[config.mk]
export PLATFORM = sky130hd
export DESIGN_NAME = usb3_ep_reader
export DESIGN_NICKNAME = d
export VERILOG_FILES = /design/src/rtl/usb3_ep_pkg.sv /design/src/rtl/usb3_ep_rd_fifo.sv /design/src/rtl/usb3_ep_reader.sv
export SDC_FILE = /design/constraint.sdc
export NUM_CORES = 1
export LEC_CHECK = 0
export ABC_AREA = 1
export ABC_CLOCK_PERIOD_IN_PS = 2950
export CAP_MARGIN = 10
export CORE_MARGIN = 10
export CORE_UTILIZATION = 40
export DETAILED_ROUTE_END_ITERATION = 7
export PLACE_DENSITY = 0.65
export REMOVE_ABC_BUFFERS = 1
export SETUP_SLACK_MARGIN = 0.02
export SYNTH_ARGS = -nofsm -noshare
export SYNTH_HDL_FRONTEND = slang
export SYNTH_SLANG_ARGS = --single-unit
[constraint.sdc]
create_clock -name rd_clk -period 2.95 [get_ports rd_clk]
set_clock_uncertainty 0.15 [all_clocks]
set_input_delay 0.59 -clock rd_clk [delete_from_list [all_inputs] [get_ports rd_clk]]
set_output_delay 0.59 -clock rd_clk [all_outputs]
set_load 0.01 [all_outputs]
[src/rtl/usb3_ep_pkg.sv]
// Shared widths, state encoding and byte-enable helper for the USB3 endpoint reader.
package usb3_ep_pkg;

   localparam int unsigned EP_ADDR_W = 10;
   localparam int unsigned EP_DATA_W = 32;
   localparam int unsigned EP_LEN_W  = 13;

   typedef enum logic [1:0] {
      IDLE,
      FETCH,
      ZLP,
      DRAIN
   } ep_state_t;

   // Byte enables of the final beat, chosen by the residual byte count.
   function automatic logic [3:0] last_be(input logic [1:0] len_lo);
      logic [3:0] be;
      unique case (len_lo)
         2'd0: be = 4'b1111;
         2'd1: be = 4'b0001;
         2'd2: be = 4'b0011;
         2'd3: be = 4'b0111;
      endcase
      return be;
   endfunction

endpackage

[src/rtl/usb3_ep_rd_fifo.sv]
// Two-entry synchronous FIFO carrying {data, byte enables, last} beats.
module usb3_ep_rd_fifo #(
   parameter int unsigned WIDTH = 37
) (
   input  logic             rd_clk,
   input  logic             rd_rst,
   input  logic             push,
   input  logic [WIDTH-1:0] din,
   input  logic             pop,
   output logic [WIDTH-1:0] dout,
   output logic [1:0]       count
);

   logic [WIDTH-1:0] mem [2];
   logic             wr_ptr;
   logic             rd_ptr;
   logic             do_push;
   logic             do_pop;

   // A push into a full FIFO is accepted when a pop frees the slot on the same edge.
   assign do_pop  = pop && (count != 2'd0);
   assign do_push = push && ((count != 2'd2) || do_pop);
   assign dout    = mem[rd_ptr];

   always_ff @(posedge rd_clk) begin
      if (do_push) begin
         mem[wr_ptr] <= din;
      end
   end

   always_ff @(posedge rd_clk) begin
      if (rd_rst) begin
         wr_ptr <= 1'b0;
         rd_ptr <= 1'b0;
         count  <= 2'd0;
      end else begin
         if (do_push) begin
            wr_ptr <= ~wr_ptr;
         end
         if (do_pop) begin
            rd_ptr <= ~rd_ptr;
         end
         count <= count + {1'b0, do_push} - {1'b0, do_pop};
      end
   end

endmodule

[src/rtl/usb3_ep_reader.sv]
// Endpoint RAM read sequencer: turns (base, length) commands into a valid/ready beat stream.
module usb3_ep_reader
   import usb3_ep_pkg::*;
#(
   parameter int unsigned ADDR_W = EP_ADDR_W,
   parameter int unsigned DATA_W = EP_DATA_W,
   parameter int unsigned LEN_W  = EP_LEN_W
) (
   input  logic              rd_clk,
   input  logic              rd_rst,
   input  logic              cmd_valid,
   output logic              cmd_ready,
   input  logic [ADDR_W-1:0] cmd_base,
   input  logic [LEN_W-1:0]  cmd_len,
   output logic [ADDR_W-1:0] ram_adr,
   input  logic [DATA_W-1:0] ram_dat,
   output logic              out_valid,
   input  logic              out_ready,
   output logic [DATA_W-1:0] out_data,
   output logic [3:0]        out_be,
   output logic              out_last,
   output logic              busy,
   output logic              done
);

   localparam int unsigned WL_W      = ADDR_W + 1;
   localparam int unsigned MAX_WORDS = 1 << ADDR_W;
   localparam int unsigned FW        = DATA_W + 5;

   ep_state_t       state;
   logic [WL_W-1:0] words_left;
   logic [1:0]      len_lo;
   logic            inflight;
   logic [3:0]      inflight_be;
   logic            inflight_last;

   logic [1:0]      fifo_count;
   logic            fifo_push;
   logic            fifo_pop;
   logic [FW-1:0]   fifo_din;
   logic [FW-1:0]   fifo_dout;

   logic [2:0]      credit;
   logic            issue;
   logic            fetch_last;
   logic [3:0]      fetch_be;
   logic [LEN_W:0]  len_words;
   logic [WL_W-1:0] cmd_words;

   always_comb begin
      len_words = ({1'b0, cmd_len} + (LEN_W+1)'(3)) >> 2;
      if (32'(len_words) > MAX_WORDS) begin
         cmd_words = WL_W'(MAX_WORDS);
      end else begin
         cmd_words = WL_W'(len_words);
      end
   end

   assign out_valid = (fifo_count != 2'd0);
   assign fifo_pop  = out_valid & out_ready;
   assign cmd_ready = (state == IDLE);
   assign busy      = (state != IDLE);

   // Occupancy after this edge; one more fetch is allowed only if it will still have a slot.
   assign credit     = {1'b0, fifo_count} + {2'b00, inflight} - {2'b00, fifo_pop};
   assign issue      = (state == FETCH) && (words_left != '0) && (credit < 3'd2);
   assign fetch_last = (words_left == WL_W'(1));
   assign fetch_be   = fetch_last ? last_be(len_lo) : 4'b1111;

   assign fifo_push = inflight | (state == ZLP);
   assign fifo_din  = inflight ? {ram_dat, inflight_be, inflight_last}
                               : {{DATA_W{1'b0}}, 4'b0000, 1'b1};
   assign {out_data, out_be, out_last} = fifo_dout;

   usb3_ep_rd_fifo #(
      .WIDTH (FW)
   ) u_fifo (
      .rd_clk (rd_clk),
      .rd_rst (rd_rst),
      .push   (fifo_push),
      .din    (fifo_din),
      .pop    (fifo_pop),
      .dout   (fifo_dout),
      .count  (fifo_count)
   );

   always_ff @(posedge rd_clk) begin
      if (rd_rst) begin
         state         <= IDLE;
         ram_adr       <= '0;
         words_left    <= '0;
         len_lo        <= '0;
         inflight      <= 1'b0;
         inflight_be   <= '0;
         inflight_last <= 1'b0;
         done          <= 1'b0;
      end else begin
         done     <= 1'b0;
         inflight <= issue;
         if (issue) begin
            inflight_be   <= fetch_be;
            inflight_last <= fetch_last;
            ram_adr       <= ram_adr + ADDR_W'(1);
            words_left    <= words_left - WL_W'(1);
         end
         unique case (state)
            IDLE: begin
               if (cmd_valid) begin
                  ram_adr    <= cmd_base;
                  words_left <= cmd_words;
                  len_lo     <= cmd_len[1:0];
                  state      <= (cmd_len == '0) ? ZLP : FETCH;
               end
            end
            FETCH: begin
               if (issue && fetch_last) begin
                  state <= DRAIN;
               end
            end
            ZLP: begin
               state <= DRAIN;
            end
            DRAIN: begin
               // The last-flagged beat is always the final entry, so its acceptance empties the pipe.
               if (done) begin
                  state <= IDLE;
               end else if (fifo_pop && out_last) begin
                  done <= 1'b1;
               end
            end
         endcase
      end
   end

endmodule

# Yosys cells after proc, flatten, opt, wreduce, memory -nomap -nowiden
# Memory sizes are Yosys's and may differ from the RTL's. A register that Yosys moved wholly into a read port is not among the register bits.
# Cells that the tools add are included.
dict set report word_totals {
  ff_bits 36
  mem_bits_rw 74
  input_bits 59
  out_inout_bits 51
  word_cells 73
  n_memories 1
}
dict set report classes {
  n_addsub 7
  magnitude_cmp 2
  eq_ne 11
  mux 20
  n_bitwise 5
  reduce_logical 16
}
# name words width rd rd_ports_with_merged_regs wr line
set memory_table {}
lappend memory_table {u_fifo.mem 2 37 1 1 1 usb3_ep_rd_fifo.sv:14} ;# logic [WIDTH-1:0] mem [2];
# cell count
set op_table {}
lappend op_table {{11-bit two-way mux} 4}
lappend op_table {{37-bit two-way mux} 1}
lappend op_table {{10-bit two-way mux} 3}
lappend op_table {{4-bit one-hot mux with 4 select lines} 1}
lappend op_table {{13-bit by 2-bit adder with 14-bit output, second input constant} 1}
lappend op_table {{13-bit logical NOT} 1}
lappend op_table {{12-bit by 11-bit greater-than comparator with 1-bit output, second input constant} 1}
lappend op_table {{11-bit by 1-bit == test with 1-bit output, second input constant} 1}
lappend op_table {{11-bit nonzero test} 1}
lappend op_table {{11-bit by 1-bit subtractor with 11-bit output, second input constant} 1}
lappend op_table {{10-bit by 1-bit adder with 10-bit output, second input constant} 1}
lappend op_table {{2-bit == test, second input constant} 4}
lappend op_table {{2-bit two-way mux} 4}
lappend op_table {{2-bit one-hot mux with 4 select lines} 1}
lappend op_table {{1-bit logical AND} 6}
lappend op_table {{2-bit != test, second input constant} 3}
lappend op_table {{1-bit two-way mux} 5}
lappend op_table {{2-bit by 1-bit == test with 1-bit output, second input constant} 2}
lappend op_table {{2-bit logical NOT} 2}
lappend op_table {{4-bit two-way mux} 1}
lappend op_table {{2-bit nonzero test} 2}
lappend op_table {{2-bit by 1-bit adder with 3-bit output} 1}
lappend op_table {{3-bit by 2-bit less-than comparator with 1-bit output, second input constant} 1}
lappend op_table {{1-bit NOT} 3}
lappend op_table {{10 further kinds} 10}

# Depth between registers and ports, before layout
# Gate-level depths: netlist of the first run.
dict set report depth {
  ltp_word 8
  depth_mapped 19
  ltp_nobuf 19
}

# Modules after synthesis
# A second synthesis of the first run with hierarchy kept.
dict set report unflattened {
  cells_unflattened 590
  hier_area_um2 5570.3
}
# mod n_inst cells_each area_each_um2 seq_area_each_um2
set modules_own_cells {}
lappend modules_own_cells {usb3_ep_rd_fifo 1 149 3060.4 2322.2}
lappend modules_own_cells {usb3_ep_reader 1 441 2509.9 640.6}

# Worst setup path after synthesis of the first run
# No wires, ideal clock.
dict set report synth_path {
  path_type {input to register}
  start {input out_ready}
  end {memory u_fifo.mem[1][0], enable pin}
  setup_time_ns 0.433
  t_arrival_ns 2.434
  required_time_ns 2.367
  setup_slack_ns -0.066
  stages 4
  n_path_buf 0
  cell_sequence {nand2_1 > nand3_1 > o21ai_0 > nor2_1}
}
dict set report synth_via {
  elab_chain_len 6
}
# item line
set synth_lines {}
lappend synth_lines {{from (decl)} usb3_ep_reader.sv:18} ;# input logic out_ready,
lappend synth_lines {{1-bit bitwise AND} usb3_ep_reader.sv:60} ;# assign fifo_pop = out_valid & out_ready;
lappend synth_lines {{1-bit logical AND} usb3_ep_rd_fifo.sv:21} ;# assign do_pop = pop && (count != 2'd0);
lappend synth_lines {{1-bit logical OR} usb3_ep_rd_fifo.sv:22} ;# assign do_push = push && ((count != 2'd2) || do_pop);
lappend synth_lines {{1-bit logical AND} usb3_ep_rd_fifo.sv:22}
lappend synth_lines {{1-bit two-way mux} usb3_ep_rd_fifo.sv:26} ;# if (do_push) begin
lappend synth_lines {{1-bit two-way mux (implied by the code)} usb3_ep_rd_fifo.sv:27} ;# mem[wr_ptr] <= din;
lappend synth_lines {{to (decl)} usb3_ep_rd_fifo.sv:14}
# Every way passes these cells.

# Worst setup path in the final report of the first run
dict set report layout_path {
  start {input out_ready}
  end {register ram_adr[4]}
}
dict set report layout_via {
  elab_chain_len 7
}
# item line
set layout_lines {}
lappend layout_lines {{1-bit bitwise AND (*)} usb3_ep_reader.sv:60}
lappend layout_lines {{3-bit by 1-bit subtractor with 3-bit output (*)} usb3_ep_reader.sv:65} ;# assign credit = {1'b0, fifo_count} + {2'b00, inflight} - {2'b00, fifo_pop};
lappend layout_lines {{3-bit by 2-bit less-than comparator with 1-bit output (*)} usb3_ep_reader.sv:66} ;# assign issue = (state == FETCH) && (words_left != '0) && (credit < 3'd2);
lappend layout_lines {{1-bit logical AND (*)} usb3_ep_reader.sv:66}
lappend layout_lines {{10-bit two-way mux (*)} usb3_ep_reader.sv:100} ;# if (issue) begin
lappend layout_lines {{10-bit two-way mux} usb3_ep_reader.sv:108} ;# if (cmd_valid) begin
lappend layout_lines {{10-bit two-way mux (*)} usb3_ep_reader.sv:106} ;# unique case (state)
lappend layout_lines {{to (signal assigned)} usb3_ep_reader.sv:103} ;# ram_adr <= ram_adr + ADDR_W'(1);
lappend layout_lines {{to (signal assigned)} usb3_ep_reader.sv:109} ;# ram_adr <= cmd_base;
lappend layout_lines {{to (decl)} usb3_ep_reader.sv:15} ;# output logic [ADDR_W-1:0] ram_adr,
# Every way passes the cells marked *; elsewhere a longest branch is shown, timed or not.
# A chain may end at the register's enable or synchronous reset.

==> metrics.txt, run 1 <==
status complete, no violations; Hold Vio Cnt, Final 0; H-tree levels 3; post-route ant nets 0; post-route cell area a little over 7000 um^2; CTS max path bufs 2; # port buffers 109; DP Worst Slack -0.474 ns; Clock Latency Late Sink 0.34 ns; Core Rows 42; final hold slack approximately 0.31 ns; PD cells around 760 nW/um^2; Die Y between 100 and 150 um; clock slew at reported path FFs roughly 0.070 ns; RSZ-0062 raised after global routing false; Final setup viols 0; Die Area ~19,000 um^2; CTS tree yes; cell area after synthesis about 5400 um^2; worst hold path class reg2reg; Pins Over Slew Limit 0; worst setup path class in2reg; total leakage power ~3.3 nW; Final HPWL DP 9.07 mm; Initial DRC Count ~320; GR Util All Layers approximately 14%; WL met1 between 5 and 6 mm; First-pass DRT Iterations 5; EDFF count, synth 74; initial core utilization between 40% and 50%; clock sink count around 110; Setup crit start kind input pin; max-cap check violation count 0; I/O Pins 110; share of the synthesized area in the top cell type 41.1%; FILL cells between 1,000 and 1,500; Tot Pwr roughly 5.5 mW; setup TNS 0 ns; Placeable Area 13,200 um^2; largest net degree at the start of global routing 39; asr flop ratio synth 0%; final wirelength around 13 mm; gr ovfl total 0; global-route wire length before repair approximately 21 mm; Max Used Layer met4; CP Data Required Time roughly 3.0 ns; Fmax achieved ~370 MHz; Vias between 4,000 and 5,000; average wire per standard cell roughly 14 um; worst slew pin tran between 0.7 and 0.8 ns; DRC 0; Final period util roughly 93%; Layout Nets about 840; vias in the first global route about 4,400; Syn Area/Cell roughly 8.4 um^2; final core occ 54.4%; largest area contributor in the netlist edfxtp_1; count leader, synth nand2_1; Worst VDD drop between 0.0003 and 0.0004 V; synth warn 0; Placed Instances slightly above 900; Tmin final about 2.7 ns; Post-Syn Instances about 650; GPL Wtd Cong ~0.83; final std cells w/o fill roughly 950; metal2 WL 6.21 mm; # diodes 0; Seq/Total Area, Yosys between 50 and 60%; crit-path max FO 6; Synth Flop Type edfxtp_1; DP Area between 6000 and 7000 um^2; most frequent cells after synthesis 221 x nand2_1, 91 x inv_1, 74 x edfxtp_1, 59 x nor2_1, 37 x dfxtp_1; Area contributors post-synth edfxtp_1 41%, nand2_1 15%, dfxtp_1 14%; Vias/cell ~4.6; fraction of layout cells with a size suffix above 1 between 10% and 20%; critical path data arrival time between 2 and 3 ns; worst rel slew slack 48.0%; crit end category flip-flop; min setup slack post-route 0.220 ns; initial antenna violation count 0; CTS Root Cell clkbuf_16; Syn-to-layout area delta 33.3%; Die Width between 100 and 150 um; TritonCTS Buffers 9; synthesized flop and latch total between 100 and 150; post-synthesis cell type count 30; WL met3 between 800 and 900 um
[final cells by class]
cell class	count	area [um^2]	share of cell area, %
Inverter	97	369	5.13
Timing Repair Buffer	127	1260	17.5
Clock inverter	6	68.8	0.956
Multi-Input combinational cell	418	2090	29.0
Clock buffer	10	229	3.18
Sequential cell	111	2970	41.2
Tap cell	176	220	3.06
[metal layers]
metal,vias to the layer above,track usage [%]
li1,2262,-
met4,0,3.61
met5,-,0
met2,113,24.2
met1,2000,15.9
met3,10,3.36
[layout by cell type (no fill, tap or decap), types with 2 or more instances in the layout]
cell             synthesis  routed
dfxtp_1                 37      36
inv_6                    0       2
nor2_8                   2       2
a21oi_2                  8       8
nor2_4                   3       7
nor2_1                  59      53
nand3_2                  0       3
nand4_1                  4       4
nand2_4                  1       3
nor2_2                   3       5
ha_1                    12      11
nor3_1                   9       9
nand3_1                 18      15
a21oi_1                 17      17
inv_2                    5       6
buf_12                   0       2
edfxtp_1                74      74
clkdlybuf4s50_1          0     108
nand2_1                221     218
o21ai_1                  5       7
inv_4                    0       2
o211ai_1                 2       2
buf_4                    0      14
xnor2_1                  5       5
inv_1                   91      88
clkbuf_16                0       9
buf_6                    0       2
o21ai_0                 28      26
nand2_2                 16      17
[power breakdown]
part,internal (mW),total [mW],switching (mW)
Sequential,1.97,2.10,0.132
Combinational,0.986,2.18,1.20
Clock,0.665,1.21,0.548
[kinds of logic (layout without fill, tap and decap cells)]
family | after synthesis | count (layout) | share of synthesized area, %
buffers and inverters | 116 | 240 | 8.09
AND/OR/NAND/NOR | 338 | 338 | 26.5
AO/OA/AOI/OAI | 61 | 61 | 6.42
adder cells (fa/ha/maj) | 13 | 13 | 3.15
XOR/XNOR | 6 | 6 | 0.973
flip-flops | 111 | 111 | 54.9
[path summary, 6_finish.rpt]
check                                startpoint       endpoint  slack (ns)  cells past startpoint
worst max register to register  u_fifo.count[0]     ram_adr[4]        0.24                     17
worst min-delay path              u_fifo.rd_ptr  u_fifo.rd_ptr        0.31                      1
worst max-delay path                  out_ready     ram_adr[4]        0.22                     16
worst min register to register    u_fifo.rd_ptr  u_fifo.rd_ptr        0.31                      1
[worst max-delay path: stages]
cell	delay, ns
dlygate4sd2_1	0.23
nand2_1	0.09
inv_2	0.06
ha_4	0.21
inv_2	0.06
nand2_2	0.06
fa_2	0.54
nand3_1	0.08
nor2_2	0.13
nand2_4	0.13
nor3_4	0.23
nand2_1	0.10
nand2_1	0.08
nand2_1	0.04
o21ai_0	0.15
inv_1	0.05
[registers in the layout, summed over array words and instances (netlist names), named ones only]
| signal | flops |
|---|---|
| u_fifo.mem | 74 |
| words_left | 11 |
| ram_adr | 10 |
| inflight_be | 4 |
| len_lo | 2 |
| state | 2 |
| u_fifo.count | 2 |
| done | 1 |
| inflight | 1 |
| inflight_last | 1 |
| u_fifo.rd_ptr | 1 |
| u_fifo.wr_ptr | 1 |
[what timing repair did]
item,4_1_cts,5_1_grt
gates resized for setup,19,10
endpoints found under the setup margin,15,20
hold buffers,0,0
setup buffers,4,1
pin swaps,13,8
(Power assumes the default switching activity.)
==> inputs of run 2 (changes only) <==
--- a/config.mk
+++ b/config.mk
@@ -13,7 +13,6 @@
 export DETAILED_ROUTE_END_ITERATION = 7
 export PLACE_DENSITY = 0.65
 export REMOVE_ABC_BUFFERS = 1
-export SETUP_SLACK_MARGIN = 0.02
 export SYNTH_ARGS = -nofsm -noshare
 export SYNTH_HDL_FRONTEND = slang
 export SYNTH_SLANG_ARGS = --single-unit
==> metrics.txt, run 2 (synthesis gave the netlist of run 1 again) <==
Die Width 136 um (unchanged); worst setup path class in2reg; crit path to ram_adr[4]; Tmin final 2.72 ns (-0.0131 ns); initial antenna violation count 0 (unchanged); setup TNS 0 ns (unchanged); CTS tree yes; global-route wire length before repair 20.6 mm (-0.10%); met2 Use GR 24.2% (-0.054 points); worst slew pin tran 0.749 ns (-0.0227 ns); DP Worst Slack -0.474 ns (unchanged); commonest non-fill, non-tap cell in the layout nand2_1; Syn-to-layout area delta 33.2%; final core occ 54.3% (-0.057 points); Placed Instances 924 (unchanged); crit path launch out_ready; fraction of layout cells with a size suffix above 1 11.7% (-0.11 points); CTS max path bufs 2 (unchanged); max-cap check violation count 0 (unchanged); First-pass DRT Iterations 4 (-1); Largest stage delay, worst path 0.54 ns (about the same); min setup slack post-route 0.233 ns (+0.0131 ns); total leakage power 3.26 nW (-0.13%); most frequent cells in the layout 218 x nand2_1, 108 x clkdlybuf4s50_1, 88 x inv_1; crit-path max FO 6 (unchanged); Fmax achieved 368 MHz (+0.48%); Initial DRC Count 327 (+2.8%); CP max stage cell fa_2; Vias/cell 4.65 (+0.31%); # diodes 0 (unchanged); max reg flops 74 (unchanged); GPL Wtd Cong 0.834 (unchanged); GR Util met1 15.9% (+0.023 points); DRC 0 (unchanged); GR Util All Layers 13.6% (-0.023 points); status complete, no violations; multi-input logic area 2090 um^2 (unchanged); post-route cell area 7190 um^2 (-0.10%); Hold Vio Cnt, Final 0 (unchanged); Vias 4,394 (+0.21%); worst hold path class reg2reg; Worst VDD drop 0.000382 V (+0.33%); I/O Pins 110 (unchanged); Worst path most repeated cell nand2_1; DP Area 6780 um^2 (unchanged); Die Area 18,500 um^2 (unchanged); Layout Nets 835 (-0.12%); initial core utilization 40.8% (unchanged); crit-path cells dlygate4sd2_1 -> nand2_1 -> inv_2 -> ha_4 -> inv_2 -> nand2_2 -> fa_2 -> nand3_1 -> nor2_2 -> nand2_4 -> nor3_4 -> nand2_1 -> nand2_1 -> nand2_1 -> o21ai_0 -> inv_1; average wire per standard cell 13.5 um (-0.36%); Placeable Area 13,200 um^2 (unchanged); gr ovfl total 0 (unchanged); FILL cells 1,250 (-0.24%); final std cells w/o fill 944 (-0.11%); clock slew at reported path FFs 0.07 ns (about the same); Final setup viols 0 (unchanged); final wirelength 12.8 mm (-0.47%); crit end category flip-flop; worst rel slew slack 49.6% (+1.5 points); Die Y 136 um (unchanged); vias in the first global route 4,407 (-0.23%); Clock Latency Late Sink 0.34 ns (about the same); largest register by flop count u_fifo.mem; final hold slack 0.301 ns (-0.00525 ns); post-route ant nets 0 (unchanged); clock sink count 111 (unchanged); Setup crit start kind input pin; TritonCTS Buffers 9 (unchanged); worst r2r path cells 17 (unchanged); Reg area 2970 um^2 (unchanged); # port buffers 109 (unchanged); CP Data Required Time 3.04 ns (about the same); Final period util 92.1% (-0.45 points); critical path data arrival time 2.81 ns (about the same); Tot Pwr 5.48 mW (-0.28%); H-tree levels 3 (unchanged); met3 Usage GRT 3.36% (unchanged); Final HPWL DP 9.07 mm (unchanged); PD cells 762 nW/um^2 (-0.18%); Core Rows 42 (unchanged); gr busiest metal met2; Worst R2R Setup Slack 0.24 ns (about the same); Pins Over Slew Limit 0 (unchanged); FF-to-FF End ram_adr[4]; Crit Reg-Reg Startpoint u_fifo.count[1]; RSZ-0062 raised after global routing false; largest net degree at the start of global routing 39 (unchanged); Top Registers u_fifo.mem (74), words_left (11), ram_adr (10); CTS Root Cell clkbuf_16
==> run 2: cell types whose count changed in the layout (fill, tap and decap cells not counted), sizes merged <==
cell | before | now
buf | 18 | 17
==> run 2: worst min-delay path by stage <==
stage / endpoint / cells past startpoint / startpoint
6_report: u_fifo.rd_ptr / 1 / u_fifo.rd_ptr
5_1_grt: u_fifo.rd_ptr / 1 / u_fifo.rd_ptr
4_1_cts: flip-flop / 1 / u_fifo.rd_ptr
3_5_place_dp: flip-flop / 1 / u_fifo.rd_ptr
3_3_place_gp: u_fifo.rd_ptr / 1 / u_fifo.rd_ptr
2_1_floorplan: flip-flop / 1 / u_fifo.rd_ptr
==> run 2: area by class of cell <==
| class | count | share of cell area (%) |
|---|---|---|
| repair buffers | 126 | 17.4 |
| inverters | 97 | 5.13 |
| multi-input cells | 418 | 29.0 |
| well taps | 176 | 3.06 |
| flip-flops and latches | 111 | 41.2 |
| clock buffers | 10 | 3.18 |
| clock inverters | 6 | 0.957 |
==> run 2: report_power, final <==
part,total [mW],switching [mW],internal (mW),leakage [nW]
registers,2.10,0.129,1.97,0.991
logic,2.17,1.19,0.979,2.12
clock network,1.21,0.547,0.665,0.143
==> run 2: what timing repair did <==
item                                    in CTS  in global routing
pin swaps                                   13                  8
hold endpoints to repair                     0                  0
gates resized for setup                     19                 10
buffers inserted                             3                  1
endpoints found under the setup margin      13                 20
hold buffers                                 0                  0
==> run 2: critical path: cells and delay by family <==
kind                       cells  cell delay, ns
AOI/OAI and AO/OA              1            0.15
adders and majority gates      2            0.74
buffers and inverters          4            0.40
and+or+nand+nor                9            0.93
==> run 2: per-layer routing <==
| metal | part of all wire [%] | vias up |
|---|---|---|
| li1 | - | 2262 |
| met1 | 43 | 2000 |
| met2 | 49 | 122 |
| met3 | 7.5 | 10 |
| met4 | 0.95 | 0 |
| met5 | 0 | - |
